[src/rtl/nibbler_core_p.sv]
// nibbler_core_p: parametrised accumulator core with fetch/execute phases and a wait-state RAM handshake
module nibbler_core_p #(
  parameter int DATA_W = 4,
  parameter int N_IN = 1,
  parameter int N_OUT = 1,
  localparam int PW = 4 + DATA_W,
  localparam int ADDR_W = DATA_W + PW
) (
  input  logic                      clock,
  input  logic                      reset,
  input  logic [PW-1:0]             program_byte,
  output logic [ADDR_W-1:0]         PC,
  input  logic [DATA_W-1:0]         mem_rdata,
  input  logic                      mem_ready,
  output logic                      mem_req,
  output logic                      mem_we,
  output logic [ADDR_W-1:0]         address_RAM,
  output logic [DATA_W-1:0]         mem_wdata,
  input  logic [N_IN*DATA_W-1:0]    in_bus,
  output logic [N_OUT*DATA_W-1:0]   out_bus,
  output logic                      phase,
  output logic                      c_flag,
  output logic                      z_flag,
  output logic [3:0]                instr,
  output logic [DATA_W-1:0]         oprnd,
  output logic [DATA_W-1:0]         accu
);
  typedef enum logic [1:0] {FETCH, EXEC, WAIT} state_t;
  state_t state, state_nx;
  logic [ADDR_W-1:0] eff, addr_q;
  logic is_mem, is_jmp, taken, done;
  logic [DATA_W-1:0] x, in_sel, nor_r;
  logic [DATA_W:0] sum, dif;
  logic [N_OUT-1:0][DATA_W-1:0] out_reg;
  assign out_bus = out_reg;
  assign mem_wdata = accu;
  assign phase = state != FETCH;
  // Decode, RAM handshake and next state; the RAM address is live from the second word during EXEC
  always_comb begin
    is_mem = instr inside {4'h3, 4'h6, 4'h7, 4'hB, 4'hF};
    is_jmp = instr inside {4'h0, 4'h1, 4'h8, 4'h9, 4'hC};
    eff = {oprnd, program_byte};
    taken = instr == 4'h0 ? c_flag : instr == 4'h1 ? !c_flag : instr == 4'h8 ? z_flag :
            instr == 4'h9 ? !z_flag : 1'b1;
    mem_req = state == WAIT || (state == EXEC && is_mem);
    mem_we = mem_req && instr == 4'h7;
    address_RAM = (state == EXEC && is_mem) ? eff : addr_q;
    done = (state == EXEC && !is_mem) || (mem_req && mem_ready);
    state_nx = state == FETCH ? EXEC : (mem_req && !mem_ready) ? WAIT : FETCH;
  end
  // ALU operand and results, plus input port selection with out-of-range ports reading zero
  always_comb begin
    x = is_mem ? mem_rdata : oprnd;
    sum = {1'b0, accu} + {1'b0, x};
    dif = {1'b0, accu} + {1'b0, ~x} + (DATA_W+1)'(1);
    nor_r = ~(accu | x);
    in_sel = '0;
    for (int k = 0; k < N_IN; k++) in_sel = 32'(oprnd) == k ? in_bus[k*DATA_W +: DATA_W] : in_sel;
  end
  // State register, program counter, RAM address hold and instruction completion
  always_ff @(posedge clock or negedge reset)
    if (!reset) begin
      state <= FETCH;
      PC <= '0;
      accu <= '0;
      c_flag <= 1'b0;
      z_flag <= 1'b0;
      instr <= '0;
      oprnd <= '0;
      addr_q <= '0;
      out_reg <= '0;
    end else begin
      state <= state_nx;
      if (state == FETCH) begin
        instr <= program_byte[PW-1:DATA_W];
        oprnd <= program_byte[DATA_W-1:0];
        PC <= PC + ADDR_W'(1);
      end
      if (state == EXEC && (is_mem || is_jmp)) begin
        PC <= (is_jmp && taken) ? eff : PC + ADDR_W'(1);
        addr_q <= is_mem ? eff : addr_q;
      end
      if (done)
        case (instr)
          4'h2, 4'h3: begin
            c_flag <= dif[DATA_W];
            z_flag <= dif[DATA_W-1:0] == '0;
          end
          4'h4: accu <= oprnd;
          4'h5: accu <= in_sel;
          4'h6: accu <= mem_rdata;
          4'hA, 4'hB: begin
            {c_flag, accu} <= sum;
            z_flag <= sum[DATA_W-1:0] == '0;
          end
          4'hD: for (int k = 0; k < N_OUT; k++) if (32'(oprnd) == k) out_reg[k] <= accu;
          4'hE, 4'hF: begin
            accu <= nor_r;
            z_flag <= nor_r == '0;
          end
          default: ;
        endcase
    end
endmodule

[config.mk]
export PLATFORM = sky130hd
export DESIGN_NAME = nibbler_core_p
export DESIGN_NICKNAME = d
export VERILOG_FILES = /design/src/rtl/nibbler_core_p.sv
export SDC_FILE = /design/constraint.sdc
export NUM_CORES = 1
export LEC_CHECK = 0
export CORE_UTILIZATION = 35
export CTS_CLUSTER_SIZE = 8
export DETAILED_ROUTE_END_ITERATION = 8
export PLACE_DENSITY = 0.64
export SLEW_MARGIN = 20
export SYNTH_ARGS = -nofsm -noshare
export SYNTH_HDL_FRONTEND = slang
export SYNTH_SLANG_ARGS = --single-unit
[constraint.sdc]
create_clock -name clock -period 5.2 [get_ports clock]
set_clock_uncertainty 0.05 [all_clocks]
set_input_delay 0.52 -clock clock [delete_from_list [all_inputs] [get_ports clock]]
set_output_delay 0.52 -clock clock [all_outputs]
set_load 0.02 [all_outputs]
==> metrics.md, run 1 <==
| Metric | Value |
|---|---|
| Max Root-Sink Buffers | `2` |
| Commonest non-fill, non-tap cell in the layout | `clkdlybuf4s50_1` |
| Vias per inst | `5.35` |
| Final-report max-slew violation count | `0` |
| CTS H-tree lvls | `2` |
| Via count | `approximately 2400` |
| HPWL Detailed | `5350 um` |
| Die width | `between 90 and 100 um` |
| Power Total | `2.82 mW` |
| GR Overflow Total | `0` |
| Met3 WL post-DR | `roughly 380 um` |
| Hold_buf cts | `0` |
| Row cnt | `32` |
| Fin nets | `around 380` |
| Startpoint types | `register` |
| Min Tclk post-route | `4.13 ns` |
| Peak per-stage delay on the critical path | `0.81 ns` |
| Hold Path Class | `input port to async pin` |
| WS Path Type | `register to primary output` |
| DRC Markers | `0` |
| Async S/R FF share, synth | `100%` |
| Slew margin rel. | `between 30% and 40%` |
| Main synth FF type | `dfrtp_1` |
| Number of global-route vias before repair | `2202` |
| Syn Nets | `between 300 and 400` |
| Post-Route WL | `about 7400 um` |
| Achievable Freq | `0.242 GHz` |
| I/O Pins | `between 60 and 70` |
| First-pass iteration count of the detailed router | `5` |
| Status | `finished clean` |
| DIE AREA | `8630 um2` |
| Setup crit end kind | `primary output` |
| CTS tree | `yes` |
| First-pass GRT wire length | `approximately 12000 um` |
| Clk_lat worst skew | `around 0.30 ns` |
| Crit-path cells | `and2b_1 > o21ai_2 > or2_1 > o21ai_0 > and4_1 > clkdlybuf4s50_1` |
| Avg Cell Area, Syn | `~9.8 um2` |
| Pleak | `between 1.5 and 2 nW` |
| Post-synth EDFFs | `0` |
| Unique masters post-synth | `52` |
| Syn Inst Count | `294` |
| Total of max-cap violations | `0` |
| Largest net degree at the start of global routing | `45` |
| Final hold viol count | `0` |
| WL/cell | `between 15 and 20 um` |
| Final-layout fill cell count | `about 760` |
| RSZ-0062 raised after global routing | `false` |
| GP Congestion | `between 0.8 and 0.9` |
| Critical Path AT | `approximately 3.6 ns` |
| Die height | `92.9 um` |
| CTS Buf Count | `5` |
| CTS sink cnt | `between 40 and 50` |
| Slowest library cell on the worst path | `or2_1` |
| Worst-path clk slew | `0.09 ns` |
| Sequential cell area fraction in the yosys report | `38.1%` |
| Total GRT Usage | `about 18%` |
| Worst EP required | `4.63 ns` |
| Initial antenna violation count | `0` |
| # resized after CTS | `0` |
| Highest Signal Layer | `met4` |
| Antenna-violating nets left | `0` |
| Syn. warnings | `0` |
| Slew of the pin with the lowest slew margin | `0.983 ns` |
| PortBufs | `67` |
| Setup TNS | `0 ns` |
| Post-CTS setup buffer count | `0` |
| Number of synthesized register bits | `44` |
| Area Overhead vs Synth | `26.8%` |
| Cell Pwr Density | `768 nW/um2` |
| Layout cells sized above 1 | `approximately 15%` |
| Final worst-path cycle share | `about 80%` |
| Setup Viol. Count Final | `0` |
| Final Util | `between 40 and 50%` |
| Worst ir drop on vdd | `between 0.3 and 0.4 mV` |
| Number of antenna diodes | `0` |
| CORE AREA | `7850 um2` |
| Clk root buf | `clkbuf_8` |
| Routed wl met2 | `between 3000 and 4000 um` |
| M1 WL | `~3500 um` |
| Cell area after synthesis | `2890 um2` |
| Most frequent cells in the layout | `66 x clkdlybuf4s50_1, 44 x dfrtp_1, 32 x mux2_2, 29 x nand2_1, 20 x o21ai_0` |
| Initial Util | `a little under two fifths` |
| DRT iter0 DRCs | `between 150 and 200` |
| Worst Path Max Fanout | `26` |
-- cell families (layout without fill, tap and decap cells) --
group | after synthesis | in the layout | share of synthesized area, %
muxes | 41 | 41 | 15.6
AOI/OAI and AO/OA | 74 | 74 | 17.9
and+or+nand+nor | 86 | 86 | 15.4
DFF | 44 | 44 | 38.1
buffers and inverters | 32 | 89 | 5.93
xor gates and xnor gates | 3 | 3 | 0.908
adders and majority gates | 14 | 14 | 6.32
-- final timing paths --
path	from	end	slack, ns	cells past startpoint
worst max-delay path	instr[3]	mem_we	1.07	6
worst min-delay path	reset	PC[11]	0.15	1
worst max register to register	instr[3]	z_flag	1.67	9
worst min register to register	out_bus[0]	out_bus[0]	0.44	2
max in group asynchronous	reset	addr_q[10]	4.55	1
min in group clock	out_bus[0]	out_bus[0]	0.44	2
-- synthesized netlist by cell type (5+ instances only) --
cell type | count | area [um2]
inv_1 | 14 | 52.6
buf_4 | 6 | 45.0
nand2_1 | 29 | 109
ha_1 | 13 | 163
nand3_1 | 8 | 40.0
nor2_1 | 18 | 67.6
o21ai_0 | 20 | 100
nand4_1 | 5 | 31.3
mux2_2 | 32 | 360
buf_2 | 5 | 25.0
a21oi_1 | 10 | 50.1
dfrtp_1 | 44 | 1100
o31ai_1 | 7 | 52.6
mux2i_1 | 9 | 90.1
-- area by class of cell --
type                       instances  area [um2]  share of cell area, %
inverter                          14        52.6                   1.43
clock inverter                     2        15.0                  0.409
multi-input combinational        218        1620                   44.2
timing repair buffer              67         668                   18.2
clock buffer                       6        82.6                   2.25
sequential                        44        1100                   30.0
tap                              102         128                   3.48
-- where the power goes --
group	total (mW)	switching (mW)	internal, mW
Sequential	0.771	0.263	0.507
Combinational	1.81	0.935	0.876
Clock	0.234	0.126	0.108
-- worst max-delay path: cells and delay by family (launching register included) --
kind / cells / cell delay (ns)
AO/OA/AOI/OAI: 2 / 0.60
buffers and inverters: 1 / 0.54
AND/OR/NAND/NOR: 3 / 1.40
flip-flops: 1 / 0.71
-- flip-flops by register name, indices dropped and copies added, names as in the netlist --
name and cells:
PC 12, accu 4, addr_q 12, c_flag 1, instr 4, oprnd 4, out_bus 4, state 2
z_flag 1
-- stage by stage --
step	instance area, um2	cells	setup WS [ns]	hold slack, ns
after floorplan	2890	294	2.06	0.174
after global placement	3570	445	1.49	0.404
after detailed placement	3570	445	1.40	0.422
after CTS	3660	453	1.06	0.370
after global routing	3670	453	0.807	0.189
final	3670	453	1.07	0.152
-- per-layer routing --
| layer | GRT usage (%) | up-vias |
|---|---|---|
| met3 | 3.61 | 10 |
| met5 | 0 | - |
| met4 | 5.64 | 0 |
| met2 | 26.8 | 70 |
| met1 | 25.3 | 1166 |
| li1 | - | 1177 |
(Power assumes the default switching activity.)
==> inputs of run 2 (changes only) <==
Settings changed: PLACE_DENSITY 0.64 to 0.66.
Clock period 5.2 ns to 3.7 ns, I/O delays scaled along.
==> run 2 against run 1 <==
- clock-buffer cell count down 1
- worst setup slack worse by 0.66 ns
- worst hold slack worse by 0.14 ns
- routed wire length down 0.72%
- largest cell class unchanged
==> metrics.md, run 2 (synthesis gave the netlist of run 1 again) <==
| Metric | Value |
|---|---|
| Status | `finished clean (unchanged)` |
| Total of max-cap violations | `0 (unchanged)` |
| Multi-input gate area | `1620 um2 (unchanged)` |
| Design Area, Final | `3690 um2 (was 3670 um2)` |
| Clk_lat worst skew | `0.29 ns (was 0.30 ns)` |
| GR Overflow Total | `0 (unchanged)` |
| Vias per inst | `5.32 (was 5.35)` |
| Setup crit end kind | `primary output (unchanged)` |
| Crit-path cells | `o21ai_2 > or2_1 > buf_4 > mux2_2 > clkdlybuf4s50_1 (was and2b_1 > o21ai_2 > or2_1 > o21ai_0 > and4_1 > clkdlybuf4s50_1)` |
| CTS H-tree lvls | `2 (unchanged)` |
| DRT iter0 DRCs | `147 (was 156)` |
| CORE AREA | `7850 um2 (unchanged)` |
| Achievable Freq | `just over 0.3 GHz` |
| Peak per-stage delay on the critical path | `0.54 ns (was 0.81 ns)` |
| CTS tree | `yes (unchanged)` |
| WL/cell | `16.0 um (was 16.3 um)` |
| Final hold viol count | `0 (unchanged)` |
| Layout cells sized above 1 | `16.1% (was 15.1%)` |
| Worst ir drop on vdd | `0.503 mV (was 0.361 mV)` |
| Largest registers | `PC x12, addr_q x12 (unchanged)` |
| Min Tclk post-route | `3.29 ns` |
| Slowest library cell on the worst path | `clkdlybuf4s50_1 (was or2_1)` |
| Commonest non-fill, non-tap cell in the layout | `clkdlybuf4s50_1 (unchanged)` |
| Cell Pwr Density | `1080 nW/um2 (was 768 nW/um2)` |
| Initial antenna violation count | `0 (unchanged)` |
| Die height | `92.9 um (unchanged)` |
| Placed Area | `3600 um2 (was 3570 um2)` |
| First-pass GRT wire length | `12000 um (was 11800 um)` |
| First-pass iteration count of the detailed router | `5 (unchanged)` |
| Slew of the pin with the lowest slew margin | `1.01 ns (was 0.983 ns)` |
| Number of global-route vias before repair | `2315 (was 2202)` |
| Hold_buf cts | `0 (unchanged)` |
| Most frequent cells in the layout | `66 x clkdlybuf4s50_1, 44 x dfrtp_1, 32 x mux2_2, 29 x nand2_1, 20 x o21ai_0 (unchanged)` |
| RSZ-0062 raised after global routing | `false (unchanged)` |
| HPWL Detailed | `5460 um (was 5350 um)` |
| Final worst-path cycle share | `89.0%` |
| GP Congestion | `0.882 (was 0.877)` |
| Hold Path Class | `input port to async pin (unchanged)` |
| CP bufs+invs | `2 (was 1)` |
| Largest net degree at the start of global routing | `45 (unchanged)` |
| Pleak | `1.56 nW (was 1.54 nW)` |
| Via count | `2431 (was 2423)` |
| Setup Viol. Count Final | `0 (unchanged)` |
| Post-Route WL | `7320 um (was 7370 um)` |
| WS Path Type | `register to primary output (unchanged)` |
| Startpoint types | `register (unchanged)` |
| Critical Path AT | `2.87 ns (was 3.56 ns)` |
| CP delay by family, top | `buffers and inverters (was simple AND/OR/NAND/NOR gates)` |
| Final-layout fill cell count | `754 (was 764)` |
| CTS sink cnt | `44 (unchanged)` |
| DIE AREA | `8630 um2 (unchanged)` |
| Clk root buf | `clkbuf_8 (unchanged)` |
| Area Overhead vs Synth | `27.5% (was 26.8%)` |
| Setup TNS | `0 ns (unchanged)` |
| I/O Pins | `68 (unchanged)` |
| Fin nets | `388 (was 383)` |
| Worst EP required | `3.28 ns (was 4.63 ns)` |
| Worst-path clk slew | `0.08 ns (was 0.09 ns)` |
| Number of antenna diodes | `0 (unchanged)` |
| Row cnt | `32 (unchanged)` |
| Total GRT Usage | `18.0% (was 17.7%)` |
| CTS Buf Count | `5 (unchanged)` |
| PortBufs | `67 (unchanged)` |
| Slew margin rel. | `32.7% (was 34.5%)` |
| Post-CTS setup buffer count | `0 (unchanged)` |
| Worst hold slack | `0.0154 ns (was 0.152 ns)` |
| Sequential cell area | `1100 um2 (unchanged)` |
| Max Root-Sink Buffers | `2 (unchanged)` |
| DRC Markers | `0 (unchanged)` |
| Final-report max-slew violation count | `0 (unchanged)` |
| Antenna-violating nets left | `0 (unchanged)` |
| Initial Util | `36.9% (unchanged)` |
| # resized after CTS | `0 (unchanged)` |
| Die width | `92.9 um (unchanged)` |
| Worst Path Max Fanout | `15 (was 26)` |
==> run 2: changes by cell type in the layout (fill, tap and decap cells not counted) <==
| cell | change |
|---|---|
| buf_4 | +5 |
| clkbuf_8 | -1 |
| clkinv_2 | +1 |
| clkinvlp_4 | -1 |
==> run 2: report_power, final <==
| part | internal (mW) | switching (mW) | leakage, nW |
|---|---|---|---|
| Clock | 0.128 | 0.168 | 0.0400 |
| Sequential | 0.714 | 0.303 | 0.527 |
| Combinational | 1.26 | 1.39 | 0.992 |
| Total | 2.11 | 1.86 | 1.56 |
==> run 2: metal layers <==
metal,track usage [%],wire length [um],up-vias
li1,-,-,1190
met1,25.7,3390,1147
met2,27.5,3440,90
met3,4.27,421,4
met4,3.85,62,0
met5,0,0,-
==> run 2: area by class of cell <==
cell class / count / share of cell area [%]
multi-input combinational: 218 / 43.9
sequential: 44 / 29.9
timing repair buffer: 72 / 19.1
tap: 102 / 3.46
clock buffer: 5 / 1.87
inverter: 14 / 1.42
clock inverter: 2 / 0.339
==> run 2: path summary, 6_finish.rpt <==
kind	startpoint	to	slack (ns)	depth (start not counted)
worst min-delay path	reset	PC[10]	0.02	1
worst min register to register	out_bus[2]	out_bus[2]	0.43	2
max in group asynchronous	reset	instr[0]	3.20	1
worst max register to register	instr[0]	z_flag	0.63	8
min in group clock	out_bus[2]	out_bus[2]	0.43	2
worst max-delay path	instr[0]	address_RAM[2]	0.41	5
==> run 2: metrics by stage <==
step,util (%),setup slack (ns),instances,total power [mW]
final,47.0,0.409,457,3.97
after global routing,47.0,0.179,457,4.29
after CTS,47.0,0.389,457,3.98
after detailed placement,45.9,0.676,450,3.67
after global placement,45.9,0.730,450,3.65
after floorplan,-,0.563,294,2.77
==> run 2: worst register-to-register path: stages (launching register included) <==
cell	delay, ns
dfrtp_1	0.53
o21ai_2	0.36
mux2_2	0.41
ha_1	0.21
fa_1	0.41
xnor2_1	0.21
nand2_1	0.08
or4b_2	0.61
a31oi_1	0.14
==> inputs of run 3 (changes only) <==
Settings changed: TNS_END_PERCENT set to 5.
==> results of run 3 <==
Same layout as run 2: the final DEF is identical, and so are final timing and power.
